## config.mk

```make
export PLATFORM = sky130hd
export DESIGN_NAME = boot_sequencer
export DESIGN_NICKNAME = d
export VERILOG_FILES = /design/src/rtl/boot_pkg.sv /design/src/rtl/boot_timeout_ctr.sv /design/src/rtl/boot_sequencer.sv
export SDC_FILE = /design/constraint.sdc
export NUM_CORES = 1
export LEC_CHECK = 0
export ABC_CLOCK_PERIOD_IN_PS = 8200
export CORE_UTILIZATION = 45
export CTS_BUF_LIST = sky130_fd_sc_hd__clkbuf_8
export DETAILED_ROUTE_END_ITERATION = 8
export GPL_TIMING_DRIVEN = 0
export HOLD_SLACK_MARGIN = 0.05
export PLACE_DENSITY = 0.71
export SYNTH_ARGS = -nofsm -noshare
export SYNTH_HDL_FRONTEND = slang
export SYNTH_HIERARCHICAL = 1
export SYNTH_SLANG_ARGS = --single-unit
```

## constraint.sdc

```tcl
create_clock -name control_clk_i -period 8.2 [get_ports control_clk_i]
set_input_delay 1.64 -clock control_clk_i [delete_from_list [all_inputs] [get_ports control_clk_i]]
set_output_delay 1.64 -clock control_clk_i [all_outputs]
set_load 0.005 [all_outputs]
```

## src/rtl/boot_pkg.sv

```systemverilog
// Shared state encoding and default sizing for the SD-card boot sequencer.
package boot_pkg;

  typedef enum logic [2:0] {
    ST_IDLE      = 3'd0,
    ST_WAIT_INIT = 3'd1,
    ST_REQ       = 3'd2,
    ST_RECV      = 3'd3,
    ST_DONE      = 3'd4,
    ST_ERROR     = 3'd5
  } boot_state_t;

  localparam int SECTOR_BYTES          = 512;
  localparam int WORD_BYTES            = 4;
  localparam int DEFAULT_WORDS_PER_SEC = SECTOR_BYTES / WORD_BYTES;
  localparam int DEFAULT_TIMEOUT_CYC   = 1 << 20;

endpackage

```

## src/rtl/boot_timeout_ctr.sv

```systemverilog
// Idle-cycle watchdog: counts enabled cycles since the last clear and flags expiry.
module boot_timeout_ctr #(
  parameter int TIMEOUT_CYC = 64
) (
  input  logic clk,
  input  logic rst,
  input  logic clear_i,
  input  logic en_i,
  output logic expired_o
);

  localparam int CW = $clog2(TIMEOUT_CYC + 1);
  localparam logic [CW-1:0] LIMIT   = CW'(TIMEOUT_CYC - 1);
  localparam logic [CW-1:0] CNT_ONE = CW'(1);

  logic [CW-1:0] cnt_q;
  logic [CW-1:0] cnt_d;

  // Expiry is flagged during the TIMEOUT_CYC-th enabled cycle after a clear,
  // so the consumer's state change lands exactly TIMEOUT_CYC edges later.
  assign expired_o = en_i && (cnt_q == LIMIT);

  always_comb begin
    cnt_d = cnt_q;
    if (clear_i) begin
      cnt_d = '0;
    end else if (en_i && (cnt_q != LIMIT)) begin
      cnt_d = cnt_q + CNT_ONE;
    end
  end

  always_ff @(posedge clk or posedge rst) begin
    if (rst) begin
      cnt_q <= '0;
    end else begin
      cnt_q <= cnt_d;
    end
  end

endmodule

```

## src/rtl/boot_sequencer.sv

```systemverilog
// Boot loader: copies NUM_WORDS words from consecutive SD sectors into instruction
// memory, then releases the CPU from reset. Errors and timeouts are terminal.
module boot_sequencer
  import boot_pkg::*;
#(
  parameter logic [31:0] BOOT_SECTOR   = 32'd0,
  parameter int          NUM_WORDS     = 1024,
  parameter int          WORDS_PER_SEC = DEFAULT_WORDS_PER_SEC,
  parameter int          MEM_AW        = 10,
  parameter int          TIMEOUT_CYC   = DEFAULT_TIMEOUT_CYC
) (
  input  logic              control_clk_i,
  input  logic              control_rst_i,
  input  logic              boot_start_i,
  input  logic              sd_init_done_i,
  output logic [31:0]       sd_address_o,
  output logic              sd_re_o,
  input  logic [31:0]       sd_data_i,
  input  logic              sd_valid_i,
  input  logic              sd_error_i,
  output logic              mem_we_o,
  output logic [MEM_AW-1:0] mem_addr_o,
  output logic [31:0]       mem_data_o,
  output logic              cpu_rst_o,
  output logic              boot_done_o,
  output logic              boot_error_o,
  output logic [MEM_AW:0]   words_loaded_o,
  output boot_state_t       dbg_state_o
);

  localparam int SW = $clog2(WORDS_PER_SEC + 1);
  localparam logic [MEM_AW:0] LAST_WORD   = (MEM_AW + 1)'(NUM_WORDS - 1);
  localparam logic [MEM_AW:0] WORD_ONE    = (MEM_AW + 1)'(1);
  localparam logic [SW-1:0]   LAST_IN_SEC = SW'(WORDS_PER_SEC - 1);
  localparam logic [SW-1:0]   SEC_ONE     = SW'(1);

  boot_state_t       state_q, state_d;
  logic [31:0]       sector_q, sector_d;
  logic [MEM_AW:0]   word_cnt_q, word_cnt_d;
  logic [SW-1:0]     sec_word_q, sec_word_d;
  logic              mem_we_q, mem_we_d;
  logic [MEM_AW-1:0] mem_addr_q, mem_addr_d;
  logic [31:0]       mem_data_q, mem_data_d;
  logic              cpu_rst_q, cpu_rst_d;
  logic              boot_done_q, boot_done_d;
  logic              boot_error_q, boot_error_d;
  logic              tmo_expired;

  // SD side has no back-pressure: sd_re_o is a single-cycle request, and every
  // sd_valid_i cycle delivers exactly one word that must be taken that cycle.
  assign sd_re_o        = (state_q == ST_REQ);
  assign sd_address_o   = BOOT_SECTOR + sector_q;
  assign mem_we_o       = mem_we_q;
  assign mem_addr_o     = mem_addr_q;
  assign mem_data_o     = mem_data_q;
  assign cpu_rst_o      = cpu_rst_q;
  assign boot_done_o    = boot_done_q;
  assign boot_error_o   = boot_error_q;
  assign words_loaded_o = word_cnt_q;
  assign dbg_state_o    = state_q;

  boot_timeout_ctr #(
    .TIMEOUT_CYC(TIMEOUT_CYC)
  ) u_timeout (
    .clk      (control_clk_i),
    .rst      (control_rst_i),
    .clear_i  (sd_re_o || sd_valid_i),
    .en_i     (state_q == ST_RECV),
    .expired_o(tmo_expired)
  );

  always_comb begin
    state_d    = state_q;
    sector_d   = sector_q;
    word_cnt_d = word_cnt_q;
    sec_word_d = sec_word_q;
    mem_we_d   = 1'b0;
    mem_addr_d = mem_addr_q;
    mem_data_d = mem_data_q;
    case (state_q)
      ST_IDLE:      if (boot_start_i) state_d = ST_WAIT_INIT;
      ST_WAIT_INIT: if (sd_init_done_i) state_d = ST_REQ;
      ST_REQ:       state_d = sd_error_i ? ST_ERROR : ST_RECV;
      ST_RECV: begin
        // An error strobe beats a word in the same cycle; a word beats the watchdog.
        if (sd_error_i) begin
          state_d = ST_ERROR;
        end else if (sd_valid_i) begin
          mem_we_d   = 1'b1;
          mem_addr_d = word_cnt_q[MEM_AW-1:0];
          mem_data_d = sd_data_i;
          word_cnt_d = word_cnt_q + WORD_ONE;
          if (word_cnt_q == LAST_WORD) begin
            state_d = ST_DONE;
          end else if (sec_word_q == LAST_IN_SEC) begin
            sec_word_d = '0;
            sector_d   = sector_q + 32'd1;
            state_d    = ST_REQ;
          end else begin
            sec_word_d = sec_word_q + SEC_ONE;
          end
        end else if (tmo_expired) begin
          state_d = ST_ERROR;
        end
      end
      default: ;
    endcase
    cpu_rst_d    = (state_q != ST_DONE);
    boot_done_d  = (state_q == ST_DONE);
    boot_error_d = (state_d == ST_ERROR);
  end

  always_ff @(posedge control_clk_i or posedge control_rst_i) begin
    if (control_rst_i) begin
      state_q      <= ST_IDLE;
      sector_q     <= '0;
      word_cnt_q   <= '0;
      sec_word_q   <= '0;
      mem_we_q     <= 1'b0;
      mem_addr_q   <= '0;
      mem_data_q   <= '0;
      cpu_rst_q    <= 1'b1;
      boot_done_q  <= 1'b0;
      boot_error_q <= 1'b0;
    end else begin
      state_q      <= state_d;
      sector_q     <= sector_d;
      word_cnt_q   <= word_cnt_d;
      sec_word_q   <= sec_word_d;
      mem_we_q     <= mem_we_d;
      mem_addr_q   <= mem_addr_d;
      mem_data_q   <= mem_data_d;
      cpu_rst_q    <= cpu_rst_d;
      boot_done_q  <= boot_done_d;
      boot_error_q <= boot_error_d;
    end
  end

endmodule
```

==> results.py <==
metrics = {
    "timing": {
        "clock.fmax_mhz": 292.4,
        "setup_tns_ns": 0,
        "setup_ws_ns": 4.780,
        "rsz0062_at_grt": "no",
        "slew_viol_final": 0,
        "min_period_ns": 3.420,
        "timing.hold.ws_ns": 0.4789,
        "setup-violations-final": 0,
        "report.final.hold_viol_count": 0,
        "tightest_slew_ns": 0.7867,
        "relSlewSlack_pct": 47.50,
        "fin_skew_ns": 0.01322,
        "fin_crit_sh_pct": 41.70,
    },
    "power_and_ir_drop": {
        "p_int_w": 0.001107,
        "p_switching_w": 0.0003021,
        "p_leak_nw": 3.427,
        "ir_worst_vdd_v": 0.00009017,
        "p_sw_share_pct": 21.44,
        "pwr-share-clk_pct": 41.9,
        "p_seq_share_pct": 47.0,
        "power_frac_comb_pct": 11.1,
        "total_power_w": 0.001409,
        "power_density_nw_per_um2": 187.9,
    },
    "cells_and_area": {
        "layout_common_cells": "clkdlybuf4s50_1 (130), dfrtp_1 (120), mux2_2 (45), nor2_1 (43), nand2_1 (35)",
        "layout.cells.non_filler": 787,
        "num_antenna_cells": 0,
        "area_growth_pct": 35.45,
        "drive_above_1_share_pct": 17.19,
        "fin_nets": 670,
        "final_common_cell": "clkdlybuf4s50_1",
    },
    "setup_path": {
        "worstPathArrival_ns": 1.78,
        "setup.worst_path.start_class": "flip-flop",
        "crit_family": "buffers and inverters",
        "r2r-start": "dbg_state_o[2]",
        "r2r_setup_slack_ns": 5.38,
        "worstRegToRegCells": 11,
        "worst-setup-path-type": "flip-flop to output pin",
        "worstPathMaxFanout": 9,
        "crit_buf_inv": 2,
        "crit_chain": "buf_2, nand2b_1, nor2_1, clkdlybuf4s50_1",
        "cp.required_ns": 6.56,
        "rr_endpoint": "dbg_state_o[1]",
        "endpoint_kind": "output pin",
        "critPathMaxStageDelay_ns": 0.51,
        "cpMaxStageDelayCell": "clkdlybuf4s50_1",
        "critical_path_depth": 4,
    },
    "logic_synthesis": {
        "synth.distinct_cells": 56,
        "yosysWarnings": 6,
        "ys_seq_elements": 121,
        "synth_area_um2": 5538,
        "syn_nets": 520,
        "ys.flop_type": "dfrtp_1",
        "syn-instance-count": 478,
        "ys_seq_area_share_pct": 54.70,
        "synth-edff-count": 0,
        "postSynth.asyncResetShare_pct": 100.0,
        "syn_area_per_cell_um2": 11.59,
    },
    "cts": {
        "cts.clk_slew.worst_paths_ns": 0.07,
        "clock-root-buffer": "clkbuf_8",
        "post_cts_buffers": 0,
        "clk_path_buf_depth": 2,
        "tritoncts": "built",
        "cts_made_buffers": 17,
        "cts_resized": 0,
        "cts_sinks": 121,
        "h-tree-depth": 4,
        "ctsHoldBuffers": 0,
        "clock_latency_ns": 0.42,
    },
    "routing": {
        "drcViolationCount": 0,
        "final_antenna_net_count": 0,
        "vias_per_cell": 5.253,
        "vias": 4134,
        "drt_iter0_drc": 148,
        "drt_wl_total_um": 11630,
        "post_drt_wl_per_cell_um": 14.77,
        "dr.pass1.iters": 4,
    },
    "global_routing": {
        "met2_usage_pct": 31.52,
        "grt_use_met1_pct": 24.74,
        "grt_start_max_net_pins": 66,
        "grt_pass1_vias": 4036,
        "overflow": 0,
        "antenna_found_initial": 0,
        "grt_use_met3_pct": 6.160,
        "gr-max-usage-layer": "met2",
        "grt_first_pass_wirelength_um": 19460,
        "grt_usage_pct": 19.30,
    },
    "floorplanning": {
        "die_width_um": 112.9,
        "start_util_pct": 46.10,
        "pin_count": 131,
        "core_area_um2": 12010,
        "dieArea_um2": 12750,
        "die_y_um": 112.9,
        "rows": 40,
    },
    "placement": {
        "dp_slack_ns": 4.530,
        "port_buffers": 130,
        "dp_hpwl_um": 8360,
        "dp_cells": 756,
        "gp_congestion": 0.8096,
    },
    "status": {
        "status": "completed",
    },
    "min_path": {
        "hold_class": "flip-flop to flip-flop",
        "hp-start": "sector_q[31]",
        "holdPathEnd": "sector_q[31]",
        "worstHoldPathCells": 1,
    },
    "flow_run": {
        "drv_cap": 0,
    },
}
==> registers in the layout (all words and copies together) (netlist names) <==
register         count
mem_addr_o          10
words_loaded_o      11
cpu_rst_o            1
u_timeout/cnt_q     21
sec_word_q           8
boot_done_o          1
sector_q            32
dbg_state_o          3
mem_we_o             1
boot_error_o         1
mem_data_o          32
==> worst max-delay path by stage <==
| stage | from | endpoint |
|---|---|---|
| 2_1_floorplan | control_rst_i | boot_done_o |
| 3_3_place_gp | control_rst_i | mem_data_o[26] |
| 3_5_place_dp | sd_valid_i | mem_data_o[15] |
| 4_1_cts | dbg_state_o[2] | sd_re_o |
| 5_1_grt | dbg_state_o[2] | sd_re_o |
| 6_report | dbg_state_o[2] | sd_re_o |
==> cell usage after synthesis, drive strengths merged, types with 2 or more instances <==
master,n,area share (%)
a21oi,11,1.1
nor2,43,2.9
dfrtp,120,54
o21ai,6,0.54
nand4,25,3.8
nor2b,6,0.68
ha,4,0.90
nor4,5,0.68
o31ai,2,0.27
or2,3,0.34
clkbuf,2,0.14
nand2,36,2.5
xnor2,28,4.4
or3,2,0.23
nand3,25,2.3
and3,7,0.88
a211oi,3,0.41
and2,2,0.23
buf,9,1.1
nor3,20,2.4
nor3b,3,0.41
mux2i,2,0.36
or4,2,0.34
and3b,2,0.34
xor2,29,4.6
mux2,47,9.6
nor4b,2,0.32
inv,14,0.95
and4,6,0.95
==> area by class of cell <==
cell class / instances / area (µm²)
inverter: 14 / 55.05
timing repair buffer: 131 / 1329
sequential: 121 / 3029
tap: 147 / 183.9
buffer: 11 / 67.56
multi-input combinational: 332 / 2389
clock inverter: 9 / 145.1
fill: 1030 / 4511
clock buffer: 22 / 302.8
==> through the flow <==
step                      util (%)  cell area, µm²
final                        62.45            7501
after global routing         62.45            7501
after CTS                    62.45            7501
after detailed placement     58.72            7053
after global placement       58.47            7023
after floorplan                  -            5538
==> power by group through the flow <==
stage / registers (W) / logic [W] / clock network (W)
floorplan: 0.000674 / 0.0000517 / 0
detailed placement: 0.000674 / 0.000159 / 0
global placement: 0.000673 / 0.000154 / 0
global route: 0.000669 / 0.000170 / 0.000633
finish: 0.000663 / 0.000156 / 0.000590
CTS: 0.000663 / 0.000159 / 0.000605
==> worst register-to-register path: cells and delay by family, from the launching register on <==
kind,cells,cell delay (ns)
compound gates,2,0.31
buf+inv,3,0.45
flops,1,0.37
mux,1,0.17
simple gates,5,1.43
==> kinds of logic after synthesis <==
kind of cell	after synthesis	share of synthesized area [%]
fa+ha+maj	4	0.9038
simple gates	193	19.84
buf+inv	25	2.169
flops	121	54.70
mux	49	9.986
compound gates	29	3.389
xor+xnor	57	9.015
==> metal layers <==
| layer | share of wire (%) | routed length, µm |
|---|---|---|
| met1 | 47 | 5407 |
| met2 | 47 | 5490 |
| met3 | 5.7 | 664 |
| met4 | 0.54 | 63 |
| met5 | 0 | 0 |
Note: power is estimated with default switching activity, not from simulation.
